--- src/rtl/julia_pkg.sv ---
// Shared fixed-point definitions for the Julia/Mandelbrot pixel iteration datapath.
package julia_pkg;

    localparam int FX_WIDTH      = 20;
    localparam int FX_FRACTIONAL = 10;

    typedef logic signed [FX_WIDTH-1:0] fx_t;

    // Escape radius squared is 4.0; ESCAPE_UNITS is rescaled per instance FRACTIONAL.
    localparam int         ESCAPE_UNITS = 4;
    localparam int         ESCAPE_LIMIT = ESCAPE_UNITS << FX_FRACTIONAL;
    localparam logic [7:0] MAX_ITER     = 8'd255;

endpackage

--- src/rtl/pixel_calculator_fx_mult.sv ---
// fx_mult: signed full-precision multiply, optional doubling, then arithmetic scaling shift.
module fx_mult #(
    parameter int WIDTH      = 20,
    parameter int FRACTIONAL = 10,
    parameter int DOUBLE     = 0
) (
    input  logic signed [WIDTH-1:0] a,
    input  logic signed [WIDTH-1:0] b,
    output logic signed [2*WIDTH:0] p
);
    localparam int PW = 2 * WIDTH + 1;

    logic signed [PW-1:0] full;
    logic signed [PW-1:0] shifted;

    // One guard bit above 2*WIDTH keeps (-min)*(-min) doubled from overflowing.
    assign full    = PW'(a) * PW'(b);
    assign shifted = (DOUBLE != 0) ? (full <<< 1) : full;
    assign p       = shifted >>> FRACTIONAL;

endmodule

--- src/rtl/pixel_calculator.sv ---
// One z' = z^2 + c iteration step with escape freeze, latency 1 clock.
// Macro PIXEL_CALC_SATURATE_EN selects clamping instead of wrapping on overflow.
module pixel_calculator
    import julia_pkg::*;
#(
    parameter int WIDTH      = 20,
    parameter int FRACTIONAL = 10,
    parameter int INTEGRAL   = 10
) (
    input  logic                    clk,
    input  logic                    rst,
    input  logic signed [WIDTH-1:0] z_real_in,
    input  logic signed [WIDTH-1:0] z_imag_in,
    input  logic signed [WIDTH-1:0] c_real_in,
    input  logic signed [WIDTH-1:0] c_imag_in,
    input  logic        [7:0]       iteration_in,
    output logic signed [WIDTH-1:0] z_real_out,
    output logic signed [WIDTH-1:0] z_imag_out,
    output logic signed [WIDTH-1:0] size_squared_out,
    output logic        [7:0]       iteration_out
);
    localparam int PW = 2 * WIDTH + 1;
    localparam int EW = 2 * WIDTH + 3;

    localparam logic signed [EW-1:0] MAX_EXT = {{(EW-WIDTH+1){1'b0}}, {(WIDTH-1){1'b1}}};
    localparam logic signed [EW-1:0] MIN_EXT = {{(EW-WIDTH+1){1'b1}}, {(WIDTH-1){1'b0}}};
    localparam logic signed [EW-1:0] ESC_LIM = EW'(ESCAPE_UNITS) <<< FRACTIONAL;

    if (WIDTH != FRACTIONAL + INTEGRAL) begin : g_bad_format
        $error("pixel_calculator: WIDTH must equal FRACTIONAL + INTEGRAL");
    end

    function automatic logic signed [WIDTH-1:0] fit(input logic signed [EW-1:0] x);
`ifdef PIXEL_CALC_SATURATE_EN
        if (x > MAX_EXT) return MAX_EXT[WIDTH-1:0];
        if (x < MIN_EXT) return MIN_EXT[WIDTH-1:0];
        return x[WIDTH-1:0];
`else
        return x[WIDTH-1:0];
`endif
    endfunction

    logic signed [PW-1:0]    zr_sq_p0, zi_sq_p0, zrzi_dbl_p0;
    logic signed [PW-1:0]    nr_sq_p0, ni_sq_p0;
    logic signed [EW-1:0]    in_mag_p0, re_raw_p0, im_raw_p0, size_raw_p0;
    logic signed [WIDTH-1:0] re_fit_p0, im_fit_p0, size_fit_p0, in_mag_fit_p0;
    logic                    escaped_p0;
    logic        [7:0]       iter_next_p0;

    logic signed [WIDTH-1:0] z_real_p1, z_imag_p1, size_p1;
    logic        [7:0]       iter_p1;

    fx_mult #(.WIDTH(WIDTH), .FRACTIONAL(FRACTIONAL), .DOUBLE(0)) u_zr_sq (
        .a(z_real_in), .b(z_real_in), .p(zr_sq_p0));
    fx_mult #(.WIDTH(WIDTH), .FRACTIONAL(FRACTIONAL), .DOUBLE(0)) u_zi_sq (
        .a(z_imag_in), .b(z_imag_in), .p(zi_sq_p0));
    fx_mult #(.WIDTH(WIDTH), .FRACTIONAL(FRACTIONAL), .DOUBLE(1)) u_zrzi (
        .a(z_real_in), .b(z_imag_in), .p(zrzi_dbl_p0));

    // Stage p0: new z from inputs, then |z'|^2 from the already-fitted z'.
    assign in_mag_p0  = EW'(zr_sq_p0) + EW'(zi_sq_p0);
    assign escaped_p0 = in_mag_p0 > ESC_LIM;
    assign re_raw_p0  = EW'(zr_sq_p0) - EW'(zi_sq_p0) + EW'(c_real_in);
    assign im_raw_p0  = EW'(zrzi_dbl_p0) + EW'(c_imag_in);
    assign re_fit_p0  = fit(re_raw_p0);
    assign im_fit_p0  = fit(im_raw_p0);

    fx_mult #(.WIDTH(WIDTH), .FRACTIONAL(FRACTIONAL), .DOUBLE(0)) u_nr_sq (
        .a(re_fit_p0), .b(re_fit_p0), .p(nr_sq_p0));
    fx_mult #(.WIDTH(WIDTH), .FRACTIONAL(FRACTIONAL), .DOUBLE(0)) u_ni_sq (
        .a(im_fit_p0), .b(im_fit_p0), .p(ni_sq_p0));

    assign size_raw_p0   = EW'(nr_sq_p0) + EW'(ni_sq_p0);
    assign size_fit_p0   = fit(size_raw_p0);
    assign in_mag_fit_p0 = fit(in_mag_p0);
    assign iter_next_p0  = (iteration_in == MAX_ITER) ? MAX_ITER : iteration_in + 8'd1;

    // Stage p1: output registers; an escaped pixel passes through frozen.
    always_ff @(posedge clk) begin
        if (rst) begin
            z_real_p1 <= '0;
            z_imag_p1 <= '0;
            size_p1   <= '0;
            iter_p1   <= '0;
        end else if (escaped_p0) begin
            z_real_p1 <= z_real_in;
            z_imag_p1 <= z_imag_in;
            size_p1   <= in_mag_fit_p0;
            iter_p1   <= iteration_in;
        end else begin
            z_real_p1 <= re_fit_p0;
            z_imag_p1 <= im_fit_p0;
            size_p1   <= size_fit_p0;
            iter_p1   <= iter_next_p0;
        end
    end

    assign z_real_out       = z_real_p1;
    assign z_imag_out       = z_imag_p1;
    assign size_squared_out = size_p1;
    assign iteration_out    = iter_p1;

endmodule

--- config.mk ---
export PLATFORM = sky130hd
export DESIGN_NAME = pixel_calculator
export DESIGN_NICKNAME = d
export VERILOG_FILES = /design/src/rtl/julia_pkg.sv /design/src/rtl/pixel_calculator_fx_mult.sv /design/src/rtl/pixel_calculator.sv
export SDC_FILE = /design/constraint.sdc
export NUM_CORES = 2
export LEC_CHECK = 0
export CORE_UTILIZATION = 30
export CTS_BUF_LIST = sky130_fd_sc_hd__clkbuf_8
export DETAILED_ROUTE_END_ITERATION = 10
export SLEW_MARGIN = 20
export SYNTH_ARGS = -nofsm -noshare
export SYNTH_HDL_FRONTEND = slang
export SYNTH_SLANG_ARGS = --single-unit
--- constraint.sdc ---
create_clock -name clk -period 18.65 [get_ports clk]
set_clock_uncertainty 0.1 [all_clocks]
set_input_delay 3.73 -clock clk [delete_from_list [all_inputs] [get_ports clk]]
set_output_delay 3.73 -clock clk [all_outputs]
set_load 0.05 [all_outputs]
==> results.yml <==
sta:
  grt_setup_unrepaired: "yes"
  worst_slack_ps: -565
  period_needed_ps: 19210
  worst_slew_pin_slew_ps: 1090
  relSlewSlack: 0.266
  period_share: 1.03
  finalSetupViolations: 3
  fmax_mhz: 52.0
  maxSlewViolCount: 0
  final_hold_viol_count: 0
setup_path:
  max_stage_delay_ps: 570
  crit_path_max_fanout: 7
  required_ps: 18950
  slowest_stage: "fa_1"
  critPathCaptureType: "register"
  critical_path.startpoint_type: "input pin"
  startpoint: "z_imag_in[3]"
  crit_arrival_ps: 19520
  cp_common_cell: "fa_1"
  worstSetupPathType: "input pin to register"
clock_tree:
  clockBufferDepth: 2
  clock-sinks: 68
  numCtsBuffers: 9
  path_clk_slew_ps: 140
  cts_tree: "yes"
  clk_root_buffer_cell: "clkbuf_8"
  htreeDepth: 3
global_route:
  grt_first_pass_wirelength_um: 309000
  first_global_vias: 55309
  antenna_found_initial: 24
  grtUsageTotal: 0.186
  grt_overflow_total: 0
  grt_max_degree: 46
placed_design:
  dpl_cell_area_um2: 77200
  dp_cells: 10880
  dpl.hpwl_um: 173000
  dpl_worst_slack_ps: -1780
  place.gp.congestion: 0.950
  io_buffers: 157
synthesis:
  syn_inst: 6981
  synth_cell_types: 97
  ys.flop_type: "dfxtp_1"
  synth.top_cell.area_share: 0.517
  synth-seq-cells: 68
  synth_top_area_cell: "fa_1"
  ys_seq_area_frac: 0.0213
  synth_area_leaders: "fa_1 52%, inv_1 12%, ha_1 11%"
  async_reset_ff_frac: 0
  yosys_warnings: 0
  synth_edf_count: 0
  syn_nets: 9286
  synth_area_um2: 63800
  synth.avg_cell_area_um2: 9.14
detailed_routing:
  via_count: 49652
  drt-wirelength-per-cell_um: 17.7
  drt_wl_total_um: 194000
  ant_nets: 0
  viasPerCell: 4.53
  dr.pass1.iters: 5
  drcViolationCount: 0
  drt_iter0_markers: 2719
layout:
  finalNonFillerCells: 10949
  layout_commonest_cell: "inv_1"
  final_cell_mix: "1,965 x inv_1, 1,628 x fa_1, 1,146 x buf_4, 676 x nand2_1, 534 x ha_1"
  drive_above_1_share: 0.183
  fin_nets: 10429
  fin_area_um2: 78800
  area_growth_syn_to_layout_pct: 23.4
floorplanning:
  ios: 158
  initial_core_util: 0.303
  rows: 168
  die_x_um: 463
  die_y_um: 463
  dieArea_um2: 215000
  coreArea_um2: 211000
run_status:
  violations: "setup timing"
  outcome: "finished with violations"
hold_path:
  hold_path_class: "input pin to register"
  worstHoldStart: "z_imag_in[6]"
job:
  max-cap-violations: 0
-- synth_stat cells (5+ instances only) --
cell type,count
a211oi_1,25
o41ai_1,7
a41o_1,8
buf_1,5
and3_1,22
o2111ai_1,5
dfxtp_1,68
nor2b_1,31
a211o_1,9
xnor2_1,203
nand2b_1,42
o21a_1,49
nor2_1,372
o31ai_1,6
a31oi_1,12
fa_1,1650
o211ai_1,6
a21o_1,44
nand4_1,7
or2_2,18
clkbuf_1,209
o22ai_1,8
mux2i_1,20
ha_1,565
nand3_1,32
xor2_1,74
o21ai_0,68
a21boi_0,17
nor3_1,71
or3_1,17
or4_1,5
nand2_1,687
and2_1,370
o211a_1,5
a21oi_1,136
inv_1,1979
o21bai_1,13
clkinv_1,10
-- registers in the layout, indices dropped and copies added (netlist names) --
| register | cells |
|---|---|
| z_imag_out | 20 |
| z_real_out | 20 |
| size_squared_out | 20 |
| iteration_out | 8 |
-- critical path: cells and delay by family --
| family | cells | cell delay, ps |
|---|---|---|
| adder cells (fa/ha/maj) | 19 | 8020 |
| AO/OA/AOI/OAI | 24 | 4080 |
| AND/OR/NAND/NOR | 12 | 1650 |
| XOR/XNOR | 7 | 1200 |
| buffers and inverters | 9 | 750 |
-- what timing repair did --
item / 4_1_cts / 5_1_grt
pin swaps: 76 / 111
gates cloned: 1 / 1
resized for setup: 126 / 144
hold buffers: 0 / 0
setup endpoints to repair: 8 / 10
setup buffers: 19 / 19
-- final cells by class --
cell class	count	area [µm²]
inverters	1993	7500
multi-input cells	4697	55100
well taps	2805	3510
fillers	21328	132000
repair buffers	1355	11000
diodes	15	37.5
clock buffers	9	124
flip-flops and latches	68	1360
clock inverters	7	82.6
-- metrics by stage --
step	hold slack [ps]	util	TNS (ps)
after floorplan	3750	-	-456
after global routing	3600	0.374	-4050
after CTS	3540	0.370	-369
after detailed placement	4150	0.367	-9580
after global placement	4140	0.367	-7900
final	3580	0.374	-723
-- cell families after synthesis --
| group | Yosys count | share of synthesized area |
|---|---|---|
| AND/OR/NAND/NOR | 1699 | 0.124 |
| XOR/XNOR | 280 | 0.0391 |
| buffers and inverters | 2216 | 0.131 |
| multiplexers | 23 | 0.00366 |
| AO/OA/AOI/OAI | 478 | 0.0527 |
| adder cells (fa/ha/maj) | 2217 | 0.628 |
| flip-flops | 68 | 0.0213 |
-- per-layer routing --
| layer | wire, µm | up-vias | GRT usage | share of wire |
|---|---|---|---|---|
| met2 | 93700 | 1223 | 0.317 | 0.48 |
| met5 | 103 | - | 0 | 0.00053 |
| met3 | 10700 | 240 | 0.0215 | 0.055 |
| met4 | 6320 | 16 | 0.0583 | 0.033 |
| met1 | 83300 | 25541 | 0.246 | 0.43 |
| li1 | - | 22632 | - | - |
-- final timing paths --
kind	endpoint	slack, ps	cells past startpoint
max	size_squared_out[19]	-560	71
min	z_imag_out[6]	3580	4
Power is left out: the tool's default activity adds up to more than one toggle a clock period on the data nets, which glitch-free logic cannot reach.
